File: config.mk
export PLATFORM = sky130hd
export DESIGN_NAME = hex_scan_ctrl
export DESIGN_NICKNAME = d
export VERILOG_FILES = /design/src/rtl/hex_scan_ctrl.sv
export SDC_FILE = /design/constraint.sdc
export NUM_CORES = 1
export LEC_CHECK = 0
export BUFFER_PORTS_ARGS = -buffer_cell sky130_fd_sc_hd__clkbuf_2
export CAP_MARGIN = 20
export CORE_UTILIZATION = 55
export DETAILED_ROUTE_END_ITERATION = 7
export PLACE_DENSITY = 0.78
export SYNTH_ARGS = -nofsm -noshare
export SYNTH_HDL_FRONTEND = slang
export SYNTH_SLANG_ARGS = --single-unit
File: constraint.sdc
create_clock -name clk -period 2.4 [get_ports clk]
set_clock_uncertainty 0.05 [all_clocks]
set_input_delay 0.24 -clock clk [delete_from_list [all_inputs] [get_ports clk]]
set_output_delay 0.24 -clock clk [all_outputs]
set_load 0.05 [all_outputs]
File: src/rtl/hex_scan_ctrl.sv
// hex_scan_ctrl
// Time-shares one external combinational hex-to-7-segment decoder across up
// to eight HEX digits. Each digit keeps a nibble and a blank flag, written by
// the host over a valid/ready handshake. A three-state scan (LOAD, SAMPLE,
// WAIT) presents each stored nibble to the decoder, then latches the
// decoder's active-low result into a registered per-digit output bus.
//
// Optional feature macro: HEX_SCAN_CTRL_DP_EN
//   Adds a per-digit decimal-point register, written through wr_dp.
//   hex_out then carries 8 bits per digit, with the active-low dp at bit 8i+7.
//
// Ports
//   clk         system clock, rising edge
//   rst         synchronous active-high reset
//   wr_valid    host write request
//   wr_ready    write accepted on a cycle where wr_valid && wr_ready
//   wr_idx      target digit (indices >= NUM_DIGITS are dropped and set err)
//   wr_data     hex nibble
//   wr_blank    1 = digit blanked (all segments off)
//   wr_dp       (DP build only) 1 = decimal point lit
//   dec_nibble  registered nibble driven to the shared decoder
//   dec_seg     decoder result, active-low, bit6 = seg a ... bit0 = seg g
//   hex_out     registered active-low segments, digit i in its own slice
//   frame_done  one-cycle pulse after the last digit of a frame is sampled
//   err         sticky flag: an out-of-range write was accepted
//   state_dbg   current scan state, for observation only
//
// Handshake: a write transfers on any rising edge where wr_valid && wr_ready.
// The host holds wr_valid and its payload stable until the write transfers.
// wr_ready is combinational. It drops only while rst is high, or while the
// scan is in LOAD for the same digit the host is targeting (the snapshot read).
module hex_scan_ctrl #(
    parameter int NUM_DIGITS = 6,
    parameter int REFRESH    = 4
) (
    input  logic                      clk,
    input  logic                      rst,
    input  logic                      wr_valid,
    output logic                      wr_ready,
    input  logic [2:0]                wr_idx,
    input  logic [3:0]                wr_data,
    input  logic                      wr_blank,
`ifdef HEX_SCAN_CTRL_DP_EN
    input  logic                      wr_dp,
    output logic [8*NUM_DIGITS-1:0]   hex_out,
`else
    output logic [7*NUM_DIGITS-1:0]   hex_out,
`endif
    output logic [3:0]                dec_nibble,
    input  logic [6:0]                dec_seg,
    output logic                      frame_done,
    output logic                      err,
    output logic [1:0]                state_dbg
);

`ifdef HEX_SCAN_CTRL_DP_EN
    localparam int DW = 8;
`else
    localparam int DW = 7;
`endif

    localparam logic [3:0] ND4      = 4'(NUM_DIGITS);
    localparam logic [2:0] LAST_IDX = 3'(NUM_DIGITS - 1);
    localparam int         CW       = (REFRESH > 1) ? $clog2(REFRESH) : 1;
    localparam logic [CW-1:0] WAIT_LAST = (REFRESH > 0) ? CW'(REFRESH - 1) : '0;

    typedef enum logic [1:0] {
        S_LOAD   = 2'd0,
        S_SAMPLE = 2'd1,
        S_WAIT   = 2'd2
    } state_t;

    state_t          state;
    state_t          state_next;
    logic [2:0]      scan_idx;
    logic [CW-1:0]   wait_cnt;
    logic            blank_q;
    logic [3:0]      val [8];
    logic [7:0]      blank;
    logic [DW-1:0]   hex_q [NUM_DIGITS];
    logic            wr_fire;
    logic            wr_in_range;
    logic            last_digit;
`ifdef HEX_SCAN_CTRL_DP_EN
    logic [7:0]      dp;
    logic            dp_q;
`endif

    assign state_dbg   = state;
    assign wr_ready    = !rst && !(state == S_LOAD && wr_idx == scan_idx);
    assign wr_fire     = wr_valid && wr_ready;
    assign wr_in_range = ({1'b0, wr_idx} < ND4);
    assign last_digit  = (scan_idx == LAST_IDX);

    // Next-state logic.
    always_comb begin
        state_next = state;
        case (state)
            S_LOAD:   state_next = S_SAMPLE;
            S_SAMPLE: begin
                if (last_digit)
                    state_next = (REFRESH == 0) ? S_LOAD : S_WAIT;
                else
                    state_next = S_LOAD;
            end
            S_WAIT:   if (wait_cnt == WAIT_LAST) state_next = S_LOAD;
            default:  state_next = S_LOAD;
        endcase
    end

    // State register, scan datapath and per-digit storage.
    always_ff @(posedge clk) begin
        if (rst) begin
            state      <= S_LOAD;
            scan_idx   <= '0;
            wait_cnt   <= '0;
            dec_nibble <= 4'h0;
            blank_q    <= 1'b1;
            frame_done <= 1'b0;
            err        <= 1'b0;
            blank      <= '1;
            for (int i = 0; i < 8; i++) val[i] <= 4'h0;
            for (int i = 0; i < NUM_DIGITS; i++) hex_q[i] <= '1;
`ifdef HEX_SCAN_CTRL_DP_EN
            dp         <= '0;
            dp_q       <= 1'b0;
`endif
        end else begin
            state      <= state_next;
            frame_done <= 1'b0;

            case (state)
                S_LOAD: begin
                    // Snapshot this digit; later writes only affect the next frame.
                    dec_nibble <= val[scan_idx];
                    blank_q    <= blank[scan_idx];
`ifdef HEX_SCAN_CTRL_DP_EN
                    dp_q       <= dp[scan_idx];
`endif
                end
                S_SAMPLE: begin
`ifdef HEX_SCAN_CTRL_DP_EN
                    hex_q[scan_idx] <= blank_q ? 8'hFF : {~dp_q, dec_seg};
`else
                    hex_q[scan_idx] <= blank_q ? 7'h7F : dec_seg;
`endif
                    wait_cnt <= '0;
                    if (last_digit) begin
                        scan_idx   <= '0;
                        frame_done <= 1'b1;
                    end else begin
                        scan_idx <= scan_idx + 3'd1;
                    end
                end
                S_WAIT: wait_cnt <= wait_cnt + 1'b1;
                default: ;
            endcase

            if (wr_fire) begin
                if (wr_in_range) begin
                    val[wr_idx]   <= wr_data;
                    blank[wr_idx] <= wr_blank;
`ifdef HEX_SCAN_CTRL_DP_EN
                    dp[wr_idx]    <= wr_dp;
`endif
                end else begin
                    err <= 1'b1;
                end
            end
        end
    end

    for (genvar g = 0; g < NUM_DIGITS; g++) begin : g_out
        assign hex_out[g*DW +: DW] = hex_q[g];
    end

endmodule

# Word-level counts from Yosys, hierarchy flattened
# Memories as Yosys holds them, arrays and structs flattened. A register that Yosys moved wholly into a read port is not among the register bits.
# Index checks and enable logic that the tools add are counted.
# totals
n_memories	2
inputBits	18
ramBits	74
out_inout_bits	51
reg_bits	18
# memory_table
name	words	word_bits	rd	rd_ports_with_merged_regs	wr	line	text
hex_q	6	7	6	0	6	80	logic [DW-1:0] hex_q [NUM_DIGITS];
val	8	4	1	1	8	78	logic [3:0] val [8];
# op_classes
mux	27
n_eq_ne	6
bitwise	2
order_cmp	4
n_addsub	2
n_reduce_logical	13
# op_table
cell	n
$mux W1	14
$mux W7	2
$mux W3	3
$bwmux W8	1
$lt A3 B4 Y1 const B	2
$reduce_or A7 Y1	1
$pmux W2 S3	1
$eq A2 B2 Y1 const B	2
$logic_and A1 B1 Y1	4
$mux W2	2
$mux W4	1
$pmux W2 S2	1
$reduce_and A2 Y1	2
$reduce_or A4 Y1	1
$add A3 B1 Y3 const B	1
$bmux W1 S3	1
$demux W1 S3	1
$eq A3 B3 Y1	1
$eq A3 B3 Y1 const B	1
$ge A3 B1 Y1 const B	1
$lt A3 B3 Y1 const B	1
$add A2 B1 Y2 const B	1
$eq A2 B1 Y1 const B	1
$logic_not A1 Y1	2
5 further kinds	6

# Logic depth before layout (Yosys ltp)
# depth
ltp_word	10
ltp_mapped	7
ltp_nobuf	6

# Worst setup path before layout
# OpenSTA, ideal clock, no wires.
# synth_path
kind	register -> output
startpoint	register state[0] (netlist: state_dbg[0])
endpoint	output port wr_ready
required_ns	2.110
slack_ns	-0.024
n_path_buf	2
path_stages_with_launch	7
t_arrival_ns	2.134
cell_sequence	dfxtp_1 > inv_1 > ha_1 > clkbuf_1 > and4_1 > buf_6 > nor2_1
# synth_between
elab_chain_cells	4
# synth_lines
element	line	text
start, declared	73	state_t state;
start signal, assigned	129	state <= state_next;
$logic_not A2 Y1	90	assign wr_ready = !rst && !(state == S_LOAD && wr_idx == scan_idx);
$logic_and A1 B1 Y1	90	
$logic_not A1 Y1	90	
$logic_and A1 B1 Y1	90	
end, declared	39	output logic wr_ready,
# No other way between the ends.

# Worst setup path in the final report
# layout_path
startpoint	register state[1] (netlist: state_dbg[1])
endpoint	output port wr_ready
# Same word-level chain as after synthesis.

==> metrics.csv <==
stage,metric,value,unit
run_status,outcome,"complete, no violations",
drt,"antenna viol nets, final",0,
cts,CTS max path bufs,2,
sta,final setup violating endpoints,0,
yosys,Post-Synthesis Cells,298,
setup_path,Worst path max stage delay,0.58,ns
drt,"wirelength, routed",7.30,mm
placement,Area after DPL,4490,µm²
cts,H-tree levels,3,
sta,final setup TNS,0,ns
cts,Post-CTS Setup Repair Bufs,0,
power_and_ir_drop,Pint,2.38,mW
setup_path,Worst path top cell family by delay,simple AND/OR/NAND/NOR gates,
floorplan,Die Y,87.6,µm
power_and_ir_drop,combinational fraction of design power,0.075,
setup_path,RR Endpoint,hex_q[2][3]$_SDFFCE_PN1P_,
grt,number of global-route vias before repair,2400,
sta,slew margin rel.,0.599,
cts,CTS tree,done,
layout,fillers,511,
cts,clk sinks,96,
setup_path,R2R depth,5,
setup_path,worst path required time,2.11,ns
drt,routed length per instance,15.3,µm
cts,"Reg clk slew, reported paths",0.09,ns
setup_path,reg2reg start,state_dbg[1]$_SDFFE_PP0P_,
sta,Tcrit/Tclk final,0.892,
setup_path,CP Launch Type,flip-flop,
cts,# resized after CTS,0,
sta,Pins Over Slew Limit,0,
sta,clock period minus worst slack,2.14,ns
power_and_ir_drop,Pleak,1.57,nW
min_path,worst hold path depth,3,
power_and_ir_drop,switching power,0.703,mW
yosys,mapped cell area,4030,µm²
yosys,sequential element share of the synthesized area,0.661,
power_and_ir_drop,total power,3.09,mW
yosys,Yosys reg bits,96,
placement,GP Congestion,0.833,
min_path,Hold Path End,blank[0]$_SDFFE_PP1P_,
drt,DRC errors left,0,
floorplan,initial core utilization,0.580,
power_and_ir_drop,P per Cell Area,660,nW/µm²
power_and_ir_drop,Worst VDD drop,0.450,mV
power_and_ir_drop,switching share of power,0.228,
setup_path,Slowest cell on crit path,and4_1,
power_and_ir_drop,clock network power share,0.327,
grt,Total Routing Usage GR,0.212,
setup_path,Critical Path AT,1.85,ns
floorplan,Top Ports,69,
sta,actual slew at the worst max-slew pin,0.597,ns
layout,final instance area,4670,µm²
yosys,syn avg cell area,13.5,µm²
floorplan,Die Wd,87.6,µm
layout,NumNets Final,399,
sta,RSZ-0062 raised after global routing,false,
layout,layout cells sized above 1,0.310,
cts,CTS Buf Count,9,
floorplan,Die Area,7670,µm²
sta,Max Clock Freq,467,MHz
floorplan,Rows,30,
cts,Root Buffer,clkbuf_8,
placement,dpl hpwl,5.50,mm
cts,later-pin clock latency in the skew report,0.36,ns
sta,final hold vios,0,
min_path,type of the worst min-delay path,input pin to flip-flop,
power_and_ir_drop,power share of the sequential group,0.598,
yosys,Yosys warnings,0,
grt,initial antenna violation count,0,
drt,DR vias,2473,
cts,hold_buf cts,0,
grt,first-pass GRT wire length,11.6,mm
drt,Vias/cell,5.18,
setup_path,flop2flop setup slack,0.38,ns
grt,pin count of the biggest net entering global routing,22,
min_path,worst hold start,wr_blank,
setup_path,"Max FO, Critical Path",10,
setup_path,critical path endpoint category,primary output,
layout,area delta synth->final,16.0,%
grt,GRT overflow,0,
layout,n_diodes,0,
setup_path,critical path type,flip-flop to primary output,
placement,IO Port Bufs,68,
flow_run,maxcap violations,0,
drt,1st-iter DRT viols,126,
setup_path,Worst Path Buf+Inv,2,
setup_path,CP Cell Sequence,inv_1 -> ha_1 -> and4_1 -> nor2_2 -> clkbuf_2,
floorplan,core area,6940,µm²
drt,drt first pass iters,4,
yosys,Unique masters post-synth,38,
[state kept, by name, summed over array words and instances, names as in the netlist]
signal,cells
blank,8
val,32
scan_idx,3
hex_q,42
blank_q,1
dec_nibble,4
wait_cnt,2
state_dbg,2
frame_done,1
err,1
[cell type report]
type / instances / area, µm² / share of cell area
Timing Repair Buffer: 75 / 393 / 0.0840
Tap cell: 96 / 120 / 0.0257
Clock buffer: 10 / 128 / 0.0273
Sequential cell: 96 / 2660 / 0.570
Clock inverter: 5 / 56.3 / 0.0120
Multi-Input combinational cell: 185 / 1280 / 0.273
Inverter: 10 / 37.5 / 0.00803
[tightest hold or removal path: cells and delay by family]
family / cells / cell delay [ns]
AND/OR/NAND/NOR: 1 / 0.09
multiplexers: 1 / 0.13
buffers and inverters: 1 / 0.08
[logic make-up after synthesis]
group | share of synthesized area
and+or+nand+nor | 0.192
DFF | 0.661
buffers and inverters | 0.0292
muxes | 0.0795
AOI/OAI and AO/OA | 0.0189
adders and majority gates | 0.0124
xor gates and xnor gates | 0.00652
other | 0.000931
[Yosys cell counts (all sizes together)]
master	count	area, µm²
o21ai	2	10.0
nand4	2	12.5
ha	4	50.1
xnor2	3	26.3
nand2b	5	31.3
dfxtp	22	440
nor4b	2	47.6
edfxtp	74	2220
nand2	44	165
mux4	10	229
nor3b	1	7.51
nand3	1	5.00
o21a	1	7.51
mux2	1	11.3
conb	1	3.75
and4	1	8.76
o22ai	4	25.0
nor3	10	95.1
or3	1	6.26
a21oi	4	20.0
and3b	1	8.76
clkbuf	5	18.8
and2	24	150
nor2	31	116
buf	9	61.3
a31oi	1	6.26
inv	10	37.5
nand4b	1	8.76
mux2i	8	80.1
nor4	2	33.8
a22oi	1	7.51
nor2b	2	12.5
or2	10	62.6
[power groups by stage]
| stage | Combinational [mW] | Sequential, mW | Clock, mW |
|---|---|---|---|
| 2_1_floorplan | 0.144 | 1.91 | 0 |
| 3_5_place_dp | 0.234 | 1.88 | 0 |
| 6_report | 0.232 | 1.85 | 1.01 |
| 5_1_grt | 0.251 | 1.85 | 1.08 |
| 4_1_cts | 0.234 | 1.85 | 1.02 |
| 3_3_place_gp | 0.229 | 1.88 | 0 |
[per-stage QoR]
stage / utilization / hold slack [ns] / worst slack, ns / instances
final: 0.673 / 0.163 / 0.260 / 477
after global routing: 0.673 / 0.186 / 0.140 / 477
after CTS: 0.673 / 0.161 / 0.239 / 477
after detailed placement: 0.647 / 0.381 / 0.402 / 462
after global placement: 0.647 / 0.380 / 0.443 / 462
after floorplan: - / 0.358 / 0.134 / 305
[routing by layer]
metal,GRT usage,share of wire
met5,0,0
met4,0.0969,0.022
met3,0.0584,0.063
met2,0.365,0.49
met1,0.249,0.42
[how the worst max path moves through the flow]
stage / startpoint / end / slack, ns / depth (start not counted)
5_1_grt: state_dbg[0]$_SDFFE_PP0P_ / wr_ready / 0.14 / 5
3_3_place_gp: state_dbg[1]$_SDFFE_PP0P_ / hex_q[2][5]$_SDFFCE_PN1P_ / 0.44 / 5
2_1_floorplan: state_dbg[0]$_SDFFE_PP0P_ / val[4][0]$_SDFFCE_PN0P_ / 0.13 / 6
3_5_place_dp: state_dbg[1]$_SDFFE_PP0P_ / hex_q[2][5]$_SDFFCE_PN1P_ / 0.40 / 5
6_report: state_dbg[1]$_SDFFE_PP0P_ / wr_ready / 0.26 / 5
4_1_cts: state_dbg[1]$_SDFFE_PP0P_ / wr_ready / 0.24 / 5
[layout by cell type (no fill, tap or decap), types with 4 or more instances in the layout]
cell type / count
edfxtp_1: 74
clkbuf_2: 68
nand2_1: 44
nor2_1: 30
and2_1: 24
dfxtp_1: 22
inv_1: 10
or2_2: 10
mux4_2: 9
clkbuf_8: 9
mux2i_1: 8
conb_1: 8
buf_4: 7
nor3_1: 6
nand2b_1: 5
nor3_4: 4
a21oi_1: 4
o22ai_1: 4
ha_1: 4
Note: power is estimated with default switching activity, not from simulation.
